===== src/rtl/fetch_queue_stage_if.sv =====
`timescale 1ns/1ps
// Bundle of fetch-side inputs, pre-decode outputs and queue status for fetch_queue_stage.
// Latency: none (wires only).
// Backpressure: in_ready toward I-cache side, out_ready from pre-decode.
interface fetch_queue_stage_if #(
  parameter int FETCH_WIDTH  = 2,
  parameter int DECODE_WIDTH = 2,
  parameter int DEPTH        = 8,
  parameter int PC_W         = 32,
  parameter int INSN_W       = 32
);
  localparam int CNT_W = $clog2(DEPTH + 1);

  // fetch side
  logic [FETCH_WIDTH-1:0]        in_valid;
  logic [FETCH_WIDTH*PC_W-1:0]   in_pc;
  logic [FETCH_WIDTH*INSN_W-1:0] in_insn;
  logic                          ic_hit;
  logic [FETCH_WIDTH-1:0]        bp_taken;
  logic [PC_W-1:0]               bp_target;
  logic                          clear;
  logic                          in_ready;
  logic                          bubble_req;
  logic                          ic_miss_pulse;

  // pre-decode side
  logic [DECODE_WIDTH-1:0]        out_valid;
  logic [DECODE_WIDTH*PC_W-1:0]   out_pc;
  logic [DECODE_WIDTH*INSN_W-1:0] out_insn;
  logic [DECODE_WIDTH-1:0]        out_pred_taken;
  logic [DECODE_WIDTH*PC_W-1:0]   out_pred_addr;
  logic                           out_ready;
  logic [CNT_W-1:0]               count;

  // environment driving the queue
  modport master (
    output in_valid, in_pc, in_insn, ic_hit, bp_taken, bp_target, clear, out_ready,
    input  in_ready, bubble_req, ic_miss_pulse,
    input  out_valid, out_pc, out_insn, out_pred_taken, out_pred_addr, count
  );

  // the queue itself
  modport slave (
    input  in_valid, in_pc, in_insn, ic_hit, bp_taken, bp_target, clear, out_ready,
    output in_ready, bubble_req, ic_miss_pulse,
    output out_valid, out_pc, out_insn, out_pred_taken, out_pred_addr, count
  );
endinterface


===== src/rtl/fetch_queue_stage.sv =====
`timescale 1ns/1ps
// Fetch stage: masks lanes after the first predicted-taken lane and compacts survivors into a circular queue.
// Latency: a group pushed in cycle t is visible at out_* in cycle t+1; outputs come from registered state only.
// Backpressure: in_ready only when a full group fits (registered count); pre-decode drains up to DECODE_WIDTH when out_ready.
module fetch_queue_stage #(
  parameter int FETCH_WIDTH  = 2,
  parameter int DECODE_WIDTH = 2,
  parameter int DEPTH        = 8,
  parameter int PC_W         = 32,
  parameter int INSN_W       = 32,
  parameter int INSN_BYTES   = 4
) (
  input  logic                  clk,
  input  logic                  rst,
  fetch_queue_stage_if.slave    io
);
  localparam int PTR_W = $clog2(DEPTH);
  localparam int CNT_W = $clog2(DEPTH + 1);

  typedef struct packed {
    logic [PC_W-1:0]   pc;
    logic [INSN_W-1:0] insn;
    logic              pred_taken;
    logic [PC_W-1:0]   pred_addr;
  } entry_t;

  entry_t            mem_q [DEPTH];
  entry_t            mem_d [DEPTH];
  logic [PTR_W-1:0]  head_q, head_d, tail_q, tail_d;
  logic [CNT_W-1:0]  count_q, count_d;
  logic              miss_q, miss_d;

  entry_t            lane_ent [FETCH_WIDTH];
  logic [FETCH_WIDTH-1:0] keep;
  logic              taken_seen;
  logic [CNT_W-1:0]  n_keep;
  logic [CNT_W-1:0]  push_n, pop_m;
  logic              in_ready_w, bubble_w, push;

  // Lane masking: everything after the first valid taken lane is dropped; build the entry per lane.
  always_comb begin
    taken_seen = 1'b0;
    n_keep     = '0;
    keep       = '0;
    for (int j = 0; j < FETCH_WIDTH; j++) begin
      keep[j]                = io.in_valid[j] & ~taken_seen;
      lane_ent[j].pc         = io.in_pc[j*PC_W +: PC_W];
      lane_ent[j].insn       = io.in_insn[j*INSN_W +: INSN_W];
      lane_ent[j].pred_taken = keep[j] & io.bp_taken[j];
      lane_ent[j].pred_addr  = lane_ent[j].pred_taken ? io.bp_target
                                                      : lane_ent[j].pc + PC_W'(INSN_BYTES);
      if (keep[j]) n_keep = n_keep + CNT_W'(1);
      taken_seen = taken_seen | (io.in_valid[j] & io.bp_taken[j]);
    end
  end

  // Handshake decisions; bubble_req is forced low while reset is held so every output reads zero.
  always_comb begin
    in_ready_w = (count_q <= CNT_W'(DEPTH - FETCH_WIDTH));
    bubble_w   = rst & io.in_valid[0] & ~io.ic_hit;
    push       = in_ready_w & io.in_valid[0] & io.ic_hit & ~io.clear;
    push_n     = push ? n_keep : '0;
    if (io.out_ready && !io.clear)
      pop_m = (count_q < CNT_W'(DECODE_WIDTH)) ? count_q : CNT_W'(DECODE_WIDTH);
    else
      pop_m = '0;
  end

  // Queue storage write: kept lanes land at tail..tail+n-1, wrapping through the pointer width.
  always_comb begin
    for (int e = 0; e < DEPTH; e++) mem_d[e] = mem_q[e];
    if (push) begin
      for (int j = 0; j < FETCH_WIDTH; j++) begin
        if (keep[j]) mem_d[tail_q + PTR_W'(j)] = lane_ent[j];
      end
    end
  end

  // Pointer, occupancy and miss-episode next state; clear overrides push and pop.
  always_comb begin
    head_d  = head_q + pop_m[PTR_W-1:0];
    tail_d  = tail_q + push_n[PTR_W-1:0];
    count_d = count_q + push_n - pop_m;
    miss_d  = bubble_w & ~io.clear;
    if (io.clear) begin
      head_d  = '0;
      tail_d  = '0;
      count_d = '0;
    end
  end

  // Control state, asynchronously reset.
  always_ff @(posedge clk or negedge rst) begin
    if (!rst) begin
      head_q  <= '0;
      tail_q  <= '0;
      count_q <= '0;
      miss_q  <= 1'b0;
    end else begin
      head_q  <= head_d;
      tail_q  <= tail_d;
      count_q <= count_d;
      miss_q  <= miss_d;
    end
  end

  // Queue contents carry no reset; invalid slots are masked on the way out.
  always_ff @(posedge clk) begin
    for (int e = 0; e < DEPTH; e++) mem_q[e] <= mem_d[e];
  end

  // Output slots read head+i from registered state; data is zeroed on invalid slots.
  always_comb begin
    entry_t ent;
    logic   vld;
    io.out_valid      = '0;
    io.out_pc         = '0;
    io.out_insn       = '0;
    io.out_pred_taken = '0;
    io.out_pred_addr  = '0;
    for (int i = 0; i < DECODE_WIDTH; i++) begin
      vld = (CNT_W'(i) < count_q);
      ent = mem_q[head_q + PTR_W'(i)];
      if (vld) begin
        io.out_valid[i]                  = 1'b1;
        io.out_pc[i*PC_W +: PC_W]        = ent.pc;
        io.out_insn[i*INSN_W +: INSN_W]  = ent.insn;
        io.out_pred_taken[i]             = ent.pred_taken;
        io.out_pred_addr[i*PC_W +: PC_W] = ent.pred_addr;
      end
    end
  end

  // Status outputs toward the I-cache side.
  always_comb begin
    io.in_ready      = in_ready_w;
    io.bubble_req    = bubble_w;
    io.ic_miss_pulse = bubble_w & ~miss_q & ~io.clear;
    io.count         = count_q;
  end

  // Occupancy can never exceed the queue size.
  a_count_bound: assert property (@(posedge clk) disable iff (!rst) count_q <= CNT_W'(DEPTH));

endmodule


===== src/flat_wrapper.sv =====
// flat-port wrapper written by rule: the top's interface ports become plain ports
module fetch_queue_stage_flat 
#(
  parameter int FETCH_WIDTH  = 2,
  parameter int DECODE_WIDTH = 2,
  parameter int DEPTH        = 8,
  parameter int PC_W         = 32,
  parameter int INSN_W       = 32,
  parameter int INSN_BYTES   = 4
)
  (clk, rst, io_in_valid, io_in_pc, io_in_insn, io_ic_hit, io_bp_taken, io_bp_target, io_clear, io_out_ready, io_in_ready, io_bubble_req, io_ic_miss_pulse, io_out_valid, io_out_pc, io_out_insn, io_out_pred_taken, io_out_pred_addr, io_count);
  fetch_queue_stage_if #(.FETCH_WIDTH(FETCH_WIDTH), .DECODE_WIDTH(DECODE_WIDTH), .DEPTH(DEPTH), .PC_W(PC_W), .INSN_W(INSN_W)) io_i ();
  input  logic clk;
  input  logic rst;
  input wire logic [$bits(io_i.in_valid)-1:0] io_in_valid;
  input wire logic [$bits(io_i.in_pc)-1:0] io_in_pc;
  input wire logic [$bits(io_i.in_insn)-1:0] io_in_insn;
  input wire logic [$bits(io_i.ic_hit)-1:0] io_ic_hit;
  input wire logic [$bits(io_i.bp_taken)-1:0] io_bp_taken;
  input wire logic [$bits(io_i.bp_target)-1:0] io_bp_target;
  input wire logic [$bits(io_i.clear)-1:0] io_clear;
  input wire logic [$bits(io_i.out_ready)-1:0] io_out_ready;
  output wire logic [$bits(io_i.in_ready)-1:0] io_in_ready;
  output wire logic [$bits(io_i.bubble_req)-1:0] io_bubble_req;
  output wire logic [$bits(io_i.ic_miss_pulse)-1:0] io_ic_miss_pulse;
  output wire logic [$bits(io_i.out_valid)-1:0] io_out_valid;
  output wire logic [$bits(io_i.out_pc)-1:0] io_out_pc;
  output wire logic [$bits(io_i.out_insn)-1:0] io_out_insn;
  output wire logic [$bits(io_i.out_pred_taken)-1:0] io_out_pred_taken;
  output wire logic [$bits(io_i.out_pred_addr)-1:0] io_out_pred_addr;
  output wire logic [$bits(io_i.count)-1:0] io_count;
  assign io_i.in_valid = io_in_valid;
  assign io_i.in_pc = io_in_pc;
  assign io_i.in_insn = io_in_insn;
  assign io_i.ic_hit = io_ic_hit;
  assign io_i.bp_taken = io_bp_taken;
  assign io_i.bp_target = io_bp_target;
  assign io_i.clear = io_clear;
  assign io_i.out_ready = io_out_ready;
  assign io_in_ready = io_i.in_ready;
  assign io_bubble_req = io_i.bubble_req;
  assign io_ic_miss_pulse = io_i.ic_miss_pulse;
  assign io_out_valid = io_i.out_valid;
  assign io_out_pc = io_i.out_pc;
  assign io_out_insn = io_i.out_insn;
  assign io_out_pred_taken = io_i.out_pred_taken;
  assign io_out_pred_addr = io_i.out_pred_addr;
  assign io_count = io_i.count;
  fetch_queue_stage #(.FETCH_WIDTH(FETCH_WIDTH), .DECODE_WIDTH(DECODE_WIDTH), .DEPTH(DEPTH), .PC_W(PC_W), .INSN_W(INSN_W), .INSN_BYTES(INSN_BYTES)) u_core (.clk(clk), .rst(rst), .io(io_i));
endmodule

===== config.mk =====
export PLATFORM = sky130hd
export DESIGN_NAME = fetch_queue_stage_flat
export DESIGN_NICKNAME = d
export VERILOG_FILES = /design/src/rtl/fetch_queue_stage_if.sv /design/src/rtl/fetch_queue_stage.sv /design/src/flat_wrapper.sv
export SDC_FILE = /design/constraint.sdc
export NUM_CORES = 2
export LEC_CHECK = 0
export CELL_PAD_IN_SITES_DETAIL_PLACEMENT = 2
export CELL_PAD_IN_SITES_GLOBAL_PLACEMENT = 2
export CORE_ASPECT_RATIO = 0.7
export CORE_UTILIZATION = 42
export CTS_CLUSTER_SIZE = 28
export DETAILED_ROUTE_END_ITERATION = 12
export DONT_BUFFER_PORTS = 1
export GPL_TIMING_DRIVEN = 0
export PLACE_DENSITY_LB_ADDON = 0.05
export SYNTH_ARGS = -nofsm -noshare
export SYNTH_HDL_FRONTEND = slang
export SYNTH_SLANG_ARGS = --single-unit
export TNS_END_PERCENT = 100

===== constraint.sdc =====
create_clock -name clk -period 29.7 [get_ports clk]
set_input_delay 2.97 -clock clk [delete_from_list [all_inputs] [get_ports clk]]
set_output_delay 2.97 -clock clk [all_outputs]
set_load 0.02 [all_outputs]

Word-level counts from Yosys, hierarchy flattened:

Memories as Yosys holds them, arrays and structs flattened.
Cells that the tools add are included.

* flip-flop bits (word level): 11
* memory bits (writable): 776
* bits of input ports: 169
* logic and storage cells: 73
* memories kept: 1

* $add $sub $neg: 9
* order comparisons: 8
* multiplexer cells: 30
* bitwise logic cells: 17
* reduce and logical (&&, ||, !) cells: 4

Memory list
* u_core.mem_q: words 8, bits a word 97, read ports 10, clocked after Yosys merged registers in 0, wr ports 8, line fetch_queue_stage.sv:27 `entry_t mem_q [DEPTH];`

Operator list (count)
* $mux 776: 4
* $bwmux 776: 2
* $demux 97 s3: 2
* $mux 32: 8
* $mux 97: 2
* $add 32x3->32 const B: 2
* $mux 4: 5
* $and 1x1->1: 11
* $ge 4x4->1 const B: 2
* $lt 1x4->1 const A: 2
* $lt 4x1->1 const B: 2
* $not 3->4: 2
* $add 3x1->3 const B: 2
* $add 3x3->3: 2
* $mux 3: 2
* $mux 1: 5
* $add 4x1->4 const B: 1
* $add 4x4->4: 1
* $le 4x3->1 const B: 1
* $lt 4x2->1 const B: 1
* $not 1->1: 4
* $sub 4x4->4: 1
* $logic_and 1x1->1: 3
* $logic_not 1->1: 1

Depth between registers and ports, before layout:

* depth in word-level cells: 11
* gate-level depth with buffers: 13
* depth with buffers taken out: 12

Worst setup path before layout:

Ideal clock, no wire load.

* path kind: input-to-reg
* start point: in io_in_valid[0]
* end point: reg u_core.count_q[3], in the netlist u_core.io.count[3]
* library setup time: 0.132 ns
* data arrival time: 25.375 ns
* required time: 29.568 ns
* slack: 4.193 ns
* stages on the path: 10
* buffers on the path: 1
* cells stage by stage: clkbuf_1 > and4b_1 > nand2_1 > fa_1 > inv_1 > ha_1 > a21o_1 > a21oi_1 > xnor2_1 > nor2_1

* elaborated cells between the ends (all ways): 13
* those cells by class: add/sub (3); mux (4); bitwise (6)

RTL lines
* start, declared: line flat_wrapper.sv:15 `input wire logic [$bits(io_i.in_valid)-1:0] io_in_valid;`
* $and 1x1->1 (3 in a row): line fetch_queue_stage.sv:61 `push = in_ready_w & io.in_valid[0] & io.ic_hit & ~io.clear;`
* named net u_core.push: line fetch_queue_stage.sv:38 `logic in_ready_w, bubble_w, push;`
* $mux 4: line fetch_queue_stage.sv:62 `push_n = push ? n_keep : '0;`
* $add 4x4->4: line fetch_queue_stage.sv:83 `count_d = count_q + push_n - pop_m;`
* $sub 4x4->4: line fetch_queue_stage.sv:83
* $mux 4: line fetch_queue_stage.sv:85 `if (io.clear) begin`
* named net u_core.count_d[3]: line fetch_queue_stage.sv:30 `logic [CNT_W-1:0] count_q, count_d;`
* end signal, assigned: line fetch_queue_stage.sv:102 `count_q <= count_d;`
* end, declared: line fetch_queue_stage.sv:30

The timed path passes the listed nets, and every way through them passes these cells.

Final worst setup path:

* start point: reg u_core.count_q[2], in the netlist u_core.io.count[2]
* end point: out io_out_pc[11]

* longest elaborated chain between the ends: 2

Ends and longest elaborated chain
* $lt 1x4->1: line fetch_queue_stage.sv:122 `vld = (CNT_W'(i) < count_q);`
* $mux 32: line fetch_queue_stage.sv:124 `if (vld) begin`
* end, declared: line flat_wrapper.sv:27 `output wire logic [$bits(io_i.out_pc)-1:0] io_out_pc;`

Every way passes these cells.

==> results.py <==
metrics = {
    "setup_path": {
        "r2r-start": "u_core.io.count[2]",
        "criticalPathCategory": "reg2out",
        "slowest_stage": "clkbuf_1",
        "start_kind": "flip-flop",
        "crit_chain": "inv_1 > ha_1 > nor2b_1 > clkbuf_1 > inv_1 > nor2_4 > clkbuf_1 > clkbuf_1 > nor2_1",
        "path_buf_inv": 5,
        "cp_top_family": "buffers and inverters",
        "end_kind": "output pin",
        "r2r_slack_ps": 24480,
        "worst_path_most_repeated_cell": "clkbuf_1",
        "critPathArrivalTime_ps": 6410,
        "critPathRequiredTime_ps": 26730,
        "crit_path_max_incr_delay_ps": 1150,
        "cp_max_fo": 10,
        "r2r_end": "u_core.io.count[3]",
        "reg2reg_depth": 13,
    },
    "hold_path": {
        "whs_path_depth": 2,
        "hp-start": "u_core.mem_q[2][0]",
        "hold-path-endpoint": "u_core.mem_q[2][0]",
        "hold_class": "reg2reg",
    },
    "finish": {
        "drive_gt1_share_pct": 12.0,
        "layoutNonFillerInstCount": 7592,
        "syn2layout_area_growth_pct": 10.6,
        "nNetsFinal": 5986,
        "design_area_sq_um": 59600,
    },
    "floorplan": {
        "fp.dieH_um": 302,
        "initial_core_util_pct": 42.5,
        "core_area_sq_um": 127000,
        "rows": 109,
        "die_area_sq_um": 130000,
        "pin_count": 372,
        "die_w_um": 430,
    },
    "timing": {
        "setup_violations": 0,
        "period_share_pct": 31.6,
        "worst_pin_slew_ps": 1760,
        "fmax_ghz": 0.107,
        "finalMaxSlewViolations": 191,
        "hold_viol": 0,
        "min_period_ps": 9380,
        "rsz0062_at_grt": "no",
        "max_slew_margin_pct": -17.2,
        "fin_worst_skew_ps": 35.8,
    },
    "clock_tree": {
        "cts_buffers": 89,
        "cts_tree": "yes",
        "cts_sinks": 787,
        "clk_pin_slew_ps": 70,
        "postCtsSetupBuffers": 0,
        "cts_root_buffer": "clkbuf_16",
        "clock_latency_ps": 740,
        "cts_resized": 0,
        "htreeDepth": 3,
        "ctsHoldBuffers": 0,
        "cts.path.max_buffers": 3,
    },
    "synthesis": {
        "synth-edff-count": 776,
        "syn-cell-area_sq_um": 53900,
        "synthArstFlopShare_pct": 1.40,
        "synth_seq_cells": 787,
        "yosysSeqAreaShare_pct": 43.7,
        "avgSynthCellArea_sq_um": 9.48,
        "synthCells": 5685,
        "ys_warn_count": 0,
        "ys.flop_type": "edfxtp_1",
        "synth_cell_type_count": 59,
        "syn_nets": 5871,
    },
    "power_and_ir_drop": {
        "leakagePower_uw": 0.0197,
        "p_per_area_nw_per_um2": 63.2,
        "netSwitchingFraction_pct": 39.6,
        "irDropWorstVdd_mv": 0.0468,
        "p_sw_uw": 1490,
        "intPower_uw": 2280,
        "combPwrFrac_pct": 31.9,
        "clock_power_share_pct": 32.1,
        "power_frac_seq_pct": 36.0,
    },
    "status": {
        "violations": "max-capacitance violations, max-slew violations",
        "status": "finished with violations",
    },
    "route": {
        "avgViaCountPerCell": 7.33,
        "wl_mm": 310,
        "drtIter0Drc": 9080,
        "wl_per_cell_um": 40.8,
        "drcViolationCount": 0,
        "drtAntennaViolNets": 0,
        "drt_pre_antenna_iters": 7,
        "via_count": 55700,
    },
    "grt": {
        "grt_pass1_vias": 55500,
        "grt_pass1_wl_mm": 428,
        "gr-total-overflow": 0,
        "track_usage_pct": 46.5,
        "grt_max_degree": 58,
        "antenna_found_initial": 30,
    },
    "place": {
        "dp_hpwl_mm": 221,
        "placed_cell_area_sq_um": 56500,
        "place_congestion": 1.00,
        "dp_cells": 7371,
        "numPortBuffers": 0,
    },
    "flow_run": {
        "drv_cap": 20,
    },
}
==> worst reg2reg max path, stage by stage, from the launching register on <==
cell and delay (ps):
dfrtp_1 520, inv_1 110, ha_1 160, nor2b_1 180, clkbuf_1 1100, clkbuf_1 1140, nor2_1 340, fa_1 590
inv_1 70, ha_1 270, a21o_1 160, a21oi_1 210, xnor2_1 160, nor2_1 60
==> routing by layer <==
metal	part of all wire [%]	global-route usage [%]	vias to the layer above
met5	0.014	0	-
met4	6.7	27.8	6
met3	14	14.1	920
met2	42	66.2	4711
met1	38	62.6	28900
li1	-	-	21100
==> worst max path at each step <==
stage	slack [ps]	cells past startpoint	from	to
2_1_floorplan	4190	10	io_in_valid[0]	u_core.io.count[3]
3_3_place_gp	-13010	10	io_in_valid[0]	u_core.io.count[3]
3_5_place_dp	21550	9	u_core.io.count[2]	io_out_pc[12]
4_1_cts	20730	9	u_core.io.count[2]	io_out_pc[11]
5_1_grt	20540	9	u_core.io.count[2]	io_out_pc[11]
6_report	20320	9	u_core.io.count[2]	io_out_pc[11]
==> registers in the layout, indices dropped and copies added (netlist names) <==
name             count
u_core.io.count      4
u_core.head_q        3
u_core.tail_q        3
u_core.mem_q       776
u_core.miss_q        1
==> placed cells by master, fill, tap and decap left out, drive strengths merged, types with 109 or more instances in the layout <==
master  netlist  layout
a21oi       386     386
mux2i       109     109
o21ai       127     127
buf         139     162
edfxtp      776     776
mux4        388     388
clkbuf      494     611
nand2      1424    1424
a31oi       537     537
nor2        847     847
==> layout make-up <==
type | instances | area (sq um)
Tap cell | 1665 | 2080
Inverter | 21 | 78.8
Multi-Input combinational cell | 4244 | 27700
Clock inverter | 51 | 494
Timing Repair Buffer | 24 | 517
Buffer | 633 | 2600
Fill cell | 13600 | 67200
Sequential cell | 787 | 23600
Antenna cell | 51 | 128
Clock buffer | 116 | 2430
==> cells in the mapped netlist, types with 6 or more instances <==
cell type	count	area [sq um]
clkbuf_2	32	160
buf_1	56	210
clkbuf_1	462	1730
and2_1	8	50.1
nand3_1	34	170
dfrtp_1	11	275
a31oi_1	527	3300
or3_1	6	37.5
buf_4	23	173
nor2b_1	10	62.6
o32ai_1	8	70.1
a2bb2oi_1	24	210
o21a_1	49	368
mux4_2	388	8740
nand4_1	18	113
a22oi_1	24	180
a221oi_1	16	140
nand2b_1	7	43.8
o21ai_1	23	115
o211ai_1	40	300
buf_2	59	295
nor2_1	847	3180
a21oi_1	384	1920
inv_1	21	78.8
xnor2_1	25	219
a31oi_4	6	128
or4_1	12	90.1
and4_1	10	87.6
o21ai_0	103	515
ha_1	13	163
edfxtp_1	776	23300
and3_1	9	56.3
mux2i_1	109	1090
o31ai_1	15	113
a211oi_1	25	188
xor2_1	15	131
nand2_1	1424	5350
nor3_1	30	150
==> stage by stage <==
step / power (uW) / setup TNS (ps) / util [%] / worst slack [ps] / hold slack (ps)
4_1_cts: 3700 / 0 / 46.9 / 20730 / 658
2_1_floorplan: 2140 / 0 / - / 4190 / 589
6_report: 3770 / 0 / 47.0 / 20320 / 660
5_1_grt: 3810 / 0 / 47.0 / 20540 / 687
3_5_place_dp: 2530 / 0 / 44.6 / 21550 / 637
3_3_place_gp: 2570 / -3008480 / 44.1 / -13010 / 618
==> power groups by stage <==
stage | Sequential (uW) | Clock (uW) | Combinational (uW)
after floorplan | 1410 | 0 | 724
after global placement | 1470 | 0 | 1110
after detailed placement | 1380 | 0 | 1150
after CTS | 1350 | 1190 | 1160
after global routing | 1360 | 1230 | 1220
final | 1360 | 1210 | 1200
==> logic make-up after synthesis <==
| kind of cell | after synthesis | synth area share [%] |
|---|---|---|
| DFF | 787 | 43.7 |
| xor gates and xnor gates | 40 | 0.650 |
| and+or+nand+nor | 2429 | 17.7 |
| buffers and inverters | 654 | 4.94 |
| muxes | 497 | 18.2 |
| AOI/OAI and AO/OA | 1261 | 14.3 |
| adders and majority gates | 17 | 0.450 |
(Power assumes the default switching activity.)
